## src/rtl/nios_keys_pkg.sv

```systemverilog
// Shared constants and helpers for the push-button debounce block.
package nios_keys_pkg;

    localparam int DEBOUNCE_CYCLES_DEF = 50000;

    typedef enum logic {
        ST_STABLE  = 1'b0,
        ST_PENDING = 1'b1
    } db_state_e;

    // Counter width able to hold DEBOUNCE_CYCLES-1; never narrower than one bit.
    function automatic int cnt_width(input int cycles);
        return (cycles <= 2) ? 1 : $clog2(cycles);
    endfunction

endpackage

```

## src/rtl/key_debounce_bit.sv

```systemverilog
// One debounce channel: two-flop synchronizer, stability counter, accepted
// level and registered press/release pulses.
module key_debounce_bit
    import nios_keys_pkg::*;
#(
    parameter int DEBOUNCE_CYCLES = DEBOUNCE_CYCLES_DEF,
    parameter bit ACTIVE_LOW      = 1'b1
) (
    input  logic clk,
    input  logic reset_n,
    input  logic key_raw,
    output logic level,
    output logic press,
    output logic rel
);

    localparam int            CW       = cnt_width(DEBOUNCE_CYCLES);
    localparam logic [CW-1:0] CNT_LAST = CW'(DEBOUNCE_CYCLES - 1);
    localparam logic          IDLE_PIN = ACTIVE_LOW;

    logic [1:0]    sync_q;
    logic          sync;
    logic [CW-1:0] cnt;
    db_state_e     state;

    always_ff @(posedge clk or negedge reset_n) begin
        if (!reset_n) sync_q <= {2{IDLE_PIN}};
        else          sync_q <= {sync_q[0], key_raw};
    end

    // Polarity is normalised after the second flop: sync is 1 while pressed.
    assign sync = sync_q[1] ^ ACTIVE_LOW;

    always_ff @(posedge clk or negedge reset_n) begin
        if (!reset_n) begin
            state <= ST_STABLE;
            cnt   <= '0;
            level <= 1'b0;
            press <= 1'b0;
            rel   <= 1'b0;
        end else begin
            press <= 1'b0;
            rel   <= 1'b0;
            case (state)
                ST_STABLE: begin
                    if (sync != level) begin
                        state <= ST_PENDING;
                        cnt   <= CW'(1);
                    end
                end
                ST_PENDING: begin
                    if (sync == level) begin
                        // Bounce back to the accepted level aborts the change.
                        state <= ST_STABLE;
                        cnt   <= '0;
                    end else if (cnt == CNT_LAST) begin
                        state <= ST_STABLE;
                        cnt   <= '0;
                        level <= ~level;
                        press <= ~level;
                        rel   <= level;
                    end else begin
                        cnt <= cnt + CW'(1);
                    end
                end
                default: begin
                    state <= ST_STABLE;
                    cnt   <= '0;
                end
            endcase
        end
    end

endmodule

```

## src/rtl/key_debounce.sv

```systemverilog
// WIDTH independent push-button debouncers; keys_level feeds the key PIO directly.
module key_debounce
    import nios_keys_pkg::*;
#(
    parameter int WIDTH           = 4,
    parameter int DEBOUNCE_CYCLES = DEBOUNCE_CYCLES_DEF,
    parameter bit ACTIVE_LOW      = 1'b1
) (
    input  logic             clk,
    input  logic             reset_n,
    input  logic [WIDTH-1:0] key_raw,
    output logic [WIDTH-1:0] keys_level,
    output logic [WIDTH-1:0] keys_press,
    output logic [WIDTH-1:0] keys_release
);

    for (genvar i = 0; i < WIDTH; i++) begin : g_ch
        key_debounce_bit #(
            .DEBOUNCE_CYCLES (DEBOUNCE_CYCLES),
            .ACTIVE_LOW      (ACTIVE_LOW)
        ) u_bit (
            .clk     (clk),
            .reset_n (reset_n),
            .key_raw (key_raw[i]),
            .level   (keys_level[i]),
            .press   (keys_press[i]),
            .rel     (keys_release[i])
        );
    end

endmodule

```

## config.mk

```make
export PLATFORM = sky130hd
export DESIGN_NAME = key_debounce
export DESIGN_NICKNAME = d
export VERILOG_FILES = /design/src/rtl/nios_keys_pkg.sv /design/src/rtl/key_debounce_bit.sv /design/src/rtl/key_debounce.sv
export SDC_FILE = /design/constraint.sdc
export NUM_CORES = 1
export LEC_CHECK = 0
export ABC_CLOCK_PERIOD_IN_PS = 5300
export CORE_ASPECT_RATIO = 0.75
export CORE_UTILIZATION = 50
export DETAILED_ROUTE_END_ITERATION = 8
export DONT_BUFFER_PORTS = 1
export MAX_ROUTING_LAYER = met4
export PLACE_DENSITY = 0.67
export SYNTH_ARGS = -nofsm -noshare
export SYNTH_HDL_FRONTEND = slang
export SYNTH_SLANG_ARGS = --single-unit
```

## constraint.sdc

```tcl
create_clock -name clk -period 5.3 [get_ports clk]
set_clock_uncertainty 0.15 [all_clocks]
set_input_delay 1.06 -clock clk [delete_from_list [all_inputs] [get_ports clk]]
set_output_delay 1.06 -clock clk [all_outputs]
set_load 0.02 [all_outputs]
```

Word-level counts from Yosys, hierarchy flattened
Cells that the tools add are included.
- $add $sub $neg: 4
- equality and inequality tests: 16
- multiplexer cells: 56
- bitwise logic cells: 16
- reduce and logical (&&, ||, !) cells: 4
- operators with widths (operator ; count):
    $mux W16 ; 12
    $pmux W16 S2 ; 4
    $add A16 B1 Y16 const B ; 4
    $eq A16 B16 Y1 const B ; 4
    $mux W1 ; 36
    $not A1 Y1 ; 16
    $reduce_and A3 Y1 ; 4
    $ne A2 B1 Y1 const B ; 4
    $pmux W1 S2 ; 4
    $eq A1 B1 Y1 ; 4
    $ne A1 B1 Y1 ; 4
- register bits: 88
- input bits: 6
- output and inout port bits: 12

Longest topological paths before layout
Gate-level depths: netlist (run 1).
- depth after elaboration: 4
- mapped depth: 7
- gate-level depth less buffers: 6

Modules after synthesis
Synthesis (run 1) repeated with hierarchy kept, for this count alone.
- cell total of the unflattened synthesis: 452
- area total of the unflattened synthesis: 4474.3 um^2
- modules (own cells, without submodules) (module ; times used ; cells an instance ; area an instance (um^2)):
    key_debounce_bit ; 4 ; 113 ; 1118.6

Worst setup path after synthesis (run 1)
OpenSTA, ideal clock, no wires.
- path kind: register to register
- start: register g_ch[3].u_bit.cnt[4]
- end: register g_ch[3].u_bit.cnt[10]
- data arrival time: 1.836 ns
- data required time: 5.017 ns
- slack: 3.181 ns
- cell stages (with the launch flop): 7
- clock period less this slack: 2.119 ns
- path through: dfrtp_1 -> or4_4 -> nor4_4 -> nor2_4 -> buf_6 -> a32oi_2 -> nand2_1
- cells in the longest elaborated chain, start to end: 4
- elaborated cells on any way between the ends: 5
- ends and longest elaborated chain (what ; line ; text):
    start, declared ; key_debounce_bit.sv:23 ; logic [CW-1:0] cnt;
    start signal, assigned ; key_debounce_bit.sv:63 ; cnt <= cnt + CW'(1);
    $add A16 B1 Y16 / $eq A16 B16 Y1 (equally long branches) ; key_debounce_bit.sv:63, key_debounce_bit.sv:56 ;
    $mux W16 * ; key_debounce_bit.sv:56 ; end else if (cnt == CNT_LAST) begin
    $mux W16 * ; key_debounce_bit.sv:52 ; if (sync == level) begin
    $pmux W16 S2 * ; key_debounce_bit.sv:44 ; case (state)
Mark *: on every way between the ends. The rest lies on a longest branch, timed or not.
A chain may end at the register's enable or synchronous reset.

Worst setup path after layout (run 1)
- start: register g_ch[2].u_bit.cnt[0]
- end: register g_ch[2].u_bit.cnt[6]
- cells in the longest elaborated chain, start to end: 4
- elaborated cells on any way between the ends: 5
- ends and longest elaborated chain (what ; line):
    start, declared ; key_debounce_bit.sv:23
    start signal, assigned ; key_debounce_bit.sv:63
    $add A16 B1 Y16 / $eq A16 B16 Y1 (equally long branches) ; key_debounce_bit.sv:63, key_debounce_bit.sv:56
    $mux W16 * ; key_debounce_bit.sv:56
    $mux W16 * ; key_debounce_bit.sv:52
    $pmux W16 S2 * ; key_debounce_bit.sv:44
Marked as above.

==> results.cfg, run 1 <==
[routing]
wl_mm = 8.82
drtAntennaViolNets = 0
viasPerCell = 6.06
first_iter_violations = 237
post_drt_wl_per_cell_um = 15.7
first_pass_iters = 7
num_vias = 3408
drc = 5

[run]
drv_cap = 0

[synth]
ys_types = 57
syn_avg_cell_area_um2 = 9.62
synth_most_common_cell = dfrtp_1
ys_warn_count = 0
synthTopCellsByArea = dfrtp_1, nand2_1, dfstp_2
yosysSeqAreaShare_pct = 49.7
synthCells = 463
synth.largest_area_cell = dfrtp_1
syn-num-nets = 473
synthArstFlopShare_pct = 100
synth_edf_count = 0
synth_flop_cell = dfrtp_1
synth_common_cells = dfrtp_1, nand2_1, nand3_1
yosys_register_bits = 88
synth_top_area_share_pct = 44.9
synth_area_um2 = 4450

[pwr]
swShare_pct = 22.1
power_density_nw_per_um2 = 308
internal_power_w = 0.00114
power_frac_comb_pct = 4.3
ir_drop_v = 0.000211
power.total_w = 0.00147
clkPwrFrac_pct = 47.3
leakagePower_nw = 2.02
pwr-share-seq_pct = 48.4
power.switching_w = 0.000324

[cts]
hold_buffers = 0
clockBufferDepth = 2
clkSlewWorstSetupHoldPaths_ns = 0.07
cts_sinks = 88
clock-root-buffer = clkbuf_16
cts_inserted_buffers = 9
post-cts-setup-buffers = 0
tritoncts = yes
clk_latency_ns = 0.34
h-tree-depth = 3
cts_resized = 0

[hold_path]
min_path_type = reg2reg
hold_path_depth = 0

[sta]
tns_ns = 0
tightest_slew_ns = 1.23
hold_viol = 0
drv_slew = 0
clock.fmax_mhz = 365
rsz0062_at_grt = no
finalCriticalPeriod_ns = 2.74
slew_headroom_pct = 17.6
setup_slack_ns = 2.56
setup-violations-final = 0
min_period_over_period_pct = 51.7

[final_layout]
layout.nets = 459
area_growth_pct = 6.88
drive_gt1_share_pct = 9.47
finalNonFillerCells = 562
nFillCells = 747
fin_area_um2 = 4760
num_antenna_cells = 0

[grt]
antenna_found_initial = 0
grt_pass1_vias = 3121
grt.total_usage_pct = 21.3
grt_overflow = 0
grt_max_degree = 89
grt_pass1_wl_mm = 15.3

[critical_path]
critical_path_class = reg2reg
critPathCaptureType = flip-flop
critPathMaxFanout = 20
critPathLaunchType = flip-flop
r2r_cells = 6
cp.required_ns = 5.41
rrSetupSlack_ns = 2.56
crit_arrival_ns = 2.85

[placement]
dp_slack_ns = 2.60
place_inst = 546
placed_area_um2 = 4430
place_hpwl_mm = 5.74
gp_congestion = 0.856
io_buffers = 0

[floorplan]
io_pins = 18
core-area_um2 = 8560
placementRows = 29
dieWidth_um = 111
die_h_um = 83.7
start_util_pct = 52.0
die_area_um2 = 9290

[status]
failed_checks = DRC
outcome = finished with violations
## layout by cell type (no fill, tap or decap), types with 3 or more instances in the layout
cell | synthesis | routed
a21o_1 | 9 | 9
a21oi_1 | 27 | 27
a22o_1 | 5 | 5
a31oi_1 | 32 | 32
a41oi_1 | 6 | 6
and3_1 | 10 | 10
and4_1 | 3 | 3
clkbuf_16 | 0 | 9
dfrtp_1 | 80 | 80
dfstp_2 | 8 | 8
ha_1 | 4 | 4
inv_1 | 10 | 10
mux2i_1 | 9 | 9
nand2_1 | 59 | 59
nand3_1 | 35 | 35
nand4_1 | 10 | 10
nand4b_1 | 3 | 3
nor2_1 | 30 | 30
nor3_1 | 14 | 14
nor3b_1 | 3 | 3
nor4_1 | 3 | 3
nor4bb_1 | 4 | 4
o21ai_0 | 23 | 23
o311ai_0 | 3 | 3
or2_1 | 3 | 3
or2_2 | 5 | 5
or3_1 | 5 | 5
xnor2_1 | 4 | 4
## critical path: stages, from the launching register on
cell     delay (ns)
dfrtp_1        0.41
ha_1           0.23
nand3_1        0.20
and4b_1        0.28
nor2_1         0.95
o21ai_0        0.21
a31oi_1        0.21
## worst paths after layout
kind | to | startpoint
worst max-delay path | g_ch[2].u_bit.cnt[6] | g_ch[2].u_bit.cnt[0]
worst min-delay path | g_ch[3].u_bit.sync_q[1] | g_ch[3].u_bit.sync_q[0]
worst max register to register | g_ch[2].u_bit.cnt[6] | g_ch[2].u_bit.cnt[0]
worst min register to register | g_ch[3].u_bit.sync_q[1] | g_ch[3].u_bit.sync_q[0]
max in group asynchronous | g_ch[3].u_bit.sync_q[0] | reset_n
min in group asynchronous | g_ch[0].u_bit.cnt[12] | reset_n
## through the flow
step           util [%]  hold WS (ns)
2_1_floorplan         -         0.195
3_3_place_gp       51.7         0.200
3_5_place_dp       51.7         0.198
4_1_cts            55.6         0.207
5_1_grt            55.6         0.213
6_report           55.6         0.206
## sequential cells by signal, summed over array words and instances (netlist names)
| register | count |
|---|---|
| g_ch.u_bit.level | 4 |
| g_ch.u_bit.rel | 4 |
| g_ch.u_bit.sync_q | 8 |
| g_ch.u_bit.state | 4 |
| g_ch.u_bit.cnt | 64 |
| g_ch.u_bit.press | 4 |
## cell type report
class | instances | area (µm²) | share of cell area [%]
sequential | 88 | 2210 | 46.5
multi-input combinational | 340 | 2050 | 43.0
clock buffer | 10 | 239 | 5.02
tap | 108 | 135 | 2.84
clock inverter | 6 | 91.3 | 1.92
inverter | 10 | 37.5 | 0.788
## routing by layer
metal / GRT usage [%] / vias up / share of wire (%) / wire length, µm
met2: 30.2 / 61 / 43 / 3820
met5: - / - / 0 / 0
met1: 30.0 / 1642 / 52 / 4540
met3: 5.74 / 8 / 4.2 / 367
met4: 6.10 / 0 / 1.0 / 91
li1: - / 1697 / - / -
## power by group through the flow
stage                     Clock [W]  Sequential [W]  Combinational [W]
after floorplan                   0        0.000717          0.0000534
after global placement            0        0.000721          0.0000605
after detailed placement          0        0.000721          0.0000626
after CTS                  0.000711        0.000709          0.0000631
after global routing       0.000741        0.000713          0.0000715
final                      0.000694        0.000710          0.0000632
## cells by family after synthesis
logic type / count (synthesis) / share of synthesized area, %
xor gates and xnor gates: 5 / 0.983
buffers and inverters: 35 / 4.41
AOI/OAI and AO/OA: 116 / 16.6
adders and majority gates: 4 / 1.12
and+or+nand+nor: 204 / 24.7
DFF: 88 / 49.7
muxes: 11 / 2.53
Note: power is estimated with default switching activity, not from simulation.
==> run 2, diff against run 1 <==
- ABC_CLOCK_PERIOD_IN_PS: 5300 -> 2900
- clock period: 5.3 -> 2.9 ns (I/O delays scaled with it)
==> run 2 against run 1 <==
Net effect:
- the flow still finishes with violations (DRC)
- global-route usage fell by 0.052 points
- worst hold slack got worse by 0.13 ns
- critical path depth did not move
- power rose by 76%
- clock power rose by 64%
- utilization rose by 0.32 points
- die area did not move
- register-to-register slack got worse by 2.1 ns
- worst setup slack got worse by 2.1 ns
==> results.cfg, run 2 (synthesis results as in run 1) <==
[status]
outcome = finished with violations
failed_checks = DRC

[pwr]
power_density_nw_per_um2 = 539
ir_drop_v = 0.000465
leakagePower_nw = 2.04

[sta]
finalCriticalPeriod_ns = 2.43
rsz0062_at_grt = no
tightest_slew_ns = 0.901
setup-violations-final = 0
tns_ns = 0
hold_viol = 0
drv_slew = 0
hold_slack_ns = 0.0796
slew_headroom_pct = 39.9
clock.fmax_mhz = 411
min_period_over_period_pct = 83.9

[floorplan]
placementRows = 29
core-area_um2 = 8560
start_util_pct = 52.0
die_area_um2 = 9290
die_h_um = 83.7
dieWidth_um = 111
io_pins = 18

[placement]
place_hpwl_mm = 5.84
io_buffers = 0
place_inst = 550
gp_congestion = 0.849

[critical_path]
cp_slowest_stage_delay_ns = 0.72
critical_path_class = reg2reg
crit_family = simple AND/OR/NAND/NOR gates
crit_arrival_ns = 2.55
crit_buf_inv = 0
critPathLaunchType = flip-flop
cpMaxStageDelayCell = nor2_2
critPathCaptureType = flip-flop
cp.required_ns = 3.01
path_cells = ha_1 > nand3_1 > nor4_4 > nor2_2 > o21ai_0 > a31oi_1
critPathMaxFanout = 26

[grt]
antenna_found_initial = 0
grt_pass1_wl_mm = 15.3
grt_pass1_vias = 3178
grt.total_usage_pct = 21.3
grt_max_degree = 89
grt_overflow = 0

[cts]
clock-root-buffer = clkbuf_16
h-tree-depth = 3
cts_resized = 0
clockBufferDepth = 2
tritoncts = yes
cts_sinks = 88
clkSlewWorstSetupHoldPaths_ns = 0.06
clk_latency_ns = 0.35
cts_inserted_buffers = 9

[final_layout]
finalNonFillerCells = 568
layout_common_cells = dfrtp_1, nand2_1, nand3_1
top_regs = g_ch.u_bit.cnt (64), g_ch.u_bit.sync_q (8)
max_flop_register = g_ch.u_bit.cnt
fin_util_pct = 55.9
seqCellArea_um2 = 2210
nFillCells = 726
area_growth_pct = 7.50
multi_input_area_um2 = 2050
drive_gt1_share_pct = 10.0
largest_reg_flops = 64
num_antenna_cells = 0
layout.nets = 465
mostFrequentLayoutCell = dfrtp_1

[routing]
post_drt_wl_per_cell_um = 15.6
first_pass_iters = 7
drc = 4
wl_mm = 8.87
num_vias = 3465
first_iter_violations = 218
viasPerCell = 6.10
drtAntennaViolNets = 0

[hold_path]
min_path_type = in2reg

[run]
drv_cap = 0
[run 2: changes by cell type in the layout (fill, tap and decap cells not counted), sizes merged]
cell / delta
clkinv: +1
inv: -1
buf: +5
bufinv: -1
dlygate4sd3: +1
clkbuf: +1
[run 2: final timing paths]
kind                                               from                      end  slack (ns)  cells after the start
max in group asynchronous                       reset_n  g_ch[3].u_bit.sync_q[1]        1.57                      2
worst max register to register     g_ch[0].u_bit.cnt[0]     g_ch[0].u_bit.cnt[8]        0.47                      6
min in group asynchronous                       reset_n     g_ch[0].u_bit.cnt[6]        0.65                      2
worst max-delay path               g_ch[0].u_bit.cnt[0]     g_ch[0].u_bit.cnt[8]        0.47                      6
worst min register to register  g_ch[1].u_bit.sync_q[0]  g_ch[1].u_bit.sync_q[1]        0.21                      0
worst min-delay path                         key_raw[3]  g_ch[3].u_bit.sync_q[0]        0.08                      0
[run 2: report_power, final]
group	total [W]	switching [W]	internal [W]
Combinational	0.000146	0.0000938	0.0000521
Clock	0.00114	0.000470	0.000668
Sequential	0.00130	0.0000340	0.00126
[run 2: final cells by class]
type	count	share of cell area, %
flip-flops and latches	88	46.2
inverters	10	0.784
clock inverters	5	1.20
repair buffers	6	1.41
clock buffers	11	4.86
multi-input cells	340	42.7
well taps	108	2.82
[run 2: through the flow]
stage | total power (W) | setup WS [ns] | cell area (µm²)
3_5_place_dp | 0.00144 | 0.448 | 4460
2_1_floorplan | 0.00141 | 0.781 | 4450
6_report | 0.00258 | 0.467 | 4790
4_1_cts | 0.00261 | 0.449 | 4780
5_1_grt | 0.00269 | 0.239 | 4790
3_3_place_gp | 0.00143 | 0.607 | 4460
[run 2: worst reg2reg max path, stage by stage, from the launching register on]
cell     delay (ns)
dfrtp_1        0.43
ha_1           0.26
nand3_1        0.26
nor4_4         0.11
nor2_2         0.72
o21ai_0        0.21
a31oi_1        0.20
[run 2: what timing repair did]
item / 4_1_cts / 5_1_grt
buffers inserted: 0 / 0
hold endpoints to repair: 88 / 5
hold buffers: 1 / 1
[run 2: layer usage]
metal | GRT usage [%] | up-vias | routed length, µm | share of wire (%)
li1 | - | 1698 | - | -
met1 | 28.8 | 1675 | 4320 | 49
met2 | 30.5 | 87 | 4000 | 45
met3 | 6.90 | 5 | 458 | 5.2
met4 | 6.48 | 0 | 90 | 1.0
met5 | - | - | 0 | 0
==> run 3, diff against run 2 <==
- ABC_CLOCK_PERIOD_IN_PS: 2900 -> 2200
- PLACE_DENSITY: 0.67 -> 0.7
- clock period: 2.9 -> 2.2 ns (I/O delays scaled with it)
==> run 3 against run 2 <==
Net effect:
- the flow finishes with violations (DRC, hold timing)
- die area unchanged
- cell count up 6.0%
- wire length up 8.0%
- utilization up 3.7 points
- via count up 5.1%
- register-to-register slack worse by 0.38 ns
- global-route usage up 1.6 points
- final area up 6.7%
- clock power up 55%
- power up 42%
- non-clock buffer count up 34
- fmax up 15%
- critical endpoint is now g_ch[0].u_bit.cnt[15]
==> results.cfg, run 3 (synthesis results as in run 1) <==
[status]
outcome = finished with violations
failed_checks = DRC, hold timing

[pwr]
ir_drop_v = 0.000564
leakagePower_nw = 2.23
power_density_nw_per_um2 = 717

[final_layout]
top_regs = g_ch.u_bit.cnt (64), g_ch.u_bit.sync_q (8)
drive_gt1_share_pct = 16.6
layout_common_cells = dfrtp_1, nand2_1, buf_4
mostFrequentLayoutCell = dfrtp_1
num_antenna_cells = 0
layout.nets = 499
largest_reg_flops = 64
area_growth_pct = 14.7
max_flop_register = g_ch.u_bit.cnt
fin_util_pct = 59.6
nFillCells = 724
fin_area_um2 = 5110

[routing]
first_pass_iters = 7
wl_mm = 9.58
post_drt_wl_per_cell_um = 15.9
first_iter_violations = 274
num_vias = 3641
viasPerCell = 6.05
drc = 4
drtAntennaViolNets = 0

[critical_path]
r2r_cells = 5
critPathCapture = g_ch[0].u_bit.cnt[15]
r2r-start = g_ch[0].u_bit.cnt[10]
critPathLaunchType = flip-flop
path_cells = or4b_4 > nor4_4 > nor2_4 > a21o_1 > a21o_1
crit_arrival_ns = 2.20
crit_path_frequent_cell = a21o_1
cp_slowest_stage_delay_ns = 0.56
rrSetupSlack_ns = 0.09
critical_path_class = reg2reg
worstSetupStartpoint = g_ch[0].u_bit.cnt[10]
cpMaxStageDelayCell = or4b_4
critPathMaxFanout = 26
reg2reg_to = g_ch[0].u_bit.cnt[15]
critPathCaptureType = flip-flop
cp.required_ns = 2.29

[floorplan]
placementRows = 29
start_util_pct = 52.0
die_area_um2 = 9290
dieWidth_um = 111
die_h_um = 83.7
io_pins = 18
core-area_um2 = 8560

[sta]
rsz0062_at_grt = yes
tightest_slew_ns = 0.569
tns_ns = 0
hold_viol = 88
setup_slack_ns = 0.0880
setup-violations-final = 0
clock.fmax_mhz = 473
finalCriticalPeriod_ns = 2.11
min_period_over_period_pct = 96.0
hold_slack_ns = -0.361
drv_slew = 0
slew_headroom_pct = 62.0

[cts]
tritoncts = yes
cts_inserted_buffers = 9
clkSlewWorstSetupHoldPaths_ns = 0.06
h-tree-depth = 3
clock-root-buffer = clkbuf_16
hold_buffers = 4
clk_latency_ns = 0.35
cts_sinks = 88
clockBufferDepth = 2

[grt]
grt_pass1_vias = 3333
grt.total_usage_pct = 22.9
grt_overflow = 0
antenna_found_initial = 0
grt_pass1_wl_mm = 16.3
grt_max_degree = 89

[placement]
gp_congestion = 0.852
place_hpwl_mm = 6.32
dp_slack_ns = 0.0234
io_buffers = 0
placed_area_um2 = 4690

[run]
drv_cap = 0

[hold_path]
min_path_type = in2async
==> run 3: worst min-delay path by stage <==
stage / from / to
after floorplan: reset_n / g_ch[0].u_bit.cnt[0]
after global placement: reset_n / g_ch[0].u_bit.rel
after detailed placement: reset_n / g_ch[0].u_bit.rel
after CTS: reset_n / g_ch[0].u_bit.cnt[1]
after global routing: reset_n / g_ch[2].u_bit.cnt[9]
final: reset_n / g_ch[0].u_bit.cnt[15]
==> run 3: cell type report <==
class / instances / area [µm²] / area share (%)
Clock buffer: 11 / 243 / 4.75
Clock inverter: 5 / 104 / 2.03
Inverter: 10 / 37.5 / 0.735
Multi-Input combinational cell: 340 / 2070 / 40.4
Sequential cell: 88 / 2210 / 43.3
Tap cell: 108 / 135 / 2.65
Timing Repair Buffer: 40 / 310 / 6.08
==> run 3: per-stage QoR <==
stage,std cells,total power (W)
after floorplan,463,0.00186
after global placement,581,0.00190
final,602,0.00366
after CTS,601,0.00368
after detailed placement,581,0.00190
after global routing,602,0.00378
==> run 3: report_power, final <==
part	leakage [nW]	internal [W]	switching (W)	total [W]
Sequential	1.18	0.00166	0.0000407	0.00170
Combinational	0.885	0.0000805	0.000103	0.000184
Clock	0.170	0.00114	0.000633	0.00177
==> run 3: repair_timing <==
item,4_1_cts,5_1_grt
setup buffers,0,1
resized for setup,0,5
setup endpoints to repair,0,32
endpoints found under the hold margin,92,88
==> run 3: critical path, delay by kind of cell, from the launching register on <==
kind,cells,cell delay [ns]
AOI/OAI and AO/OA,2,0.36
and+or+nand+nor,3,1.12
DFF,1,0.38
==> run 3: metal layers <==
layer  global-route usage (%)  part of all wire (%)  vias up
met5                        -                     0        -
met4                     7.10                   1.3        0
met3                     5.88                   6.1       14
met2                     32.9                    44      122
met1                     31.8                    48     1741
li1                         -                     -     1764
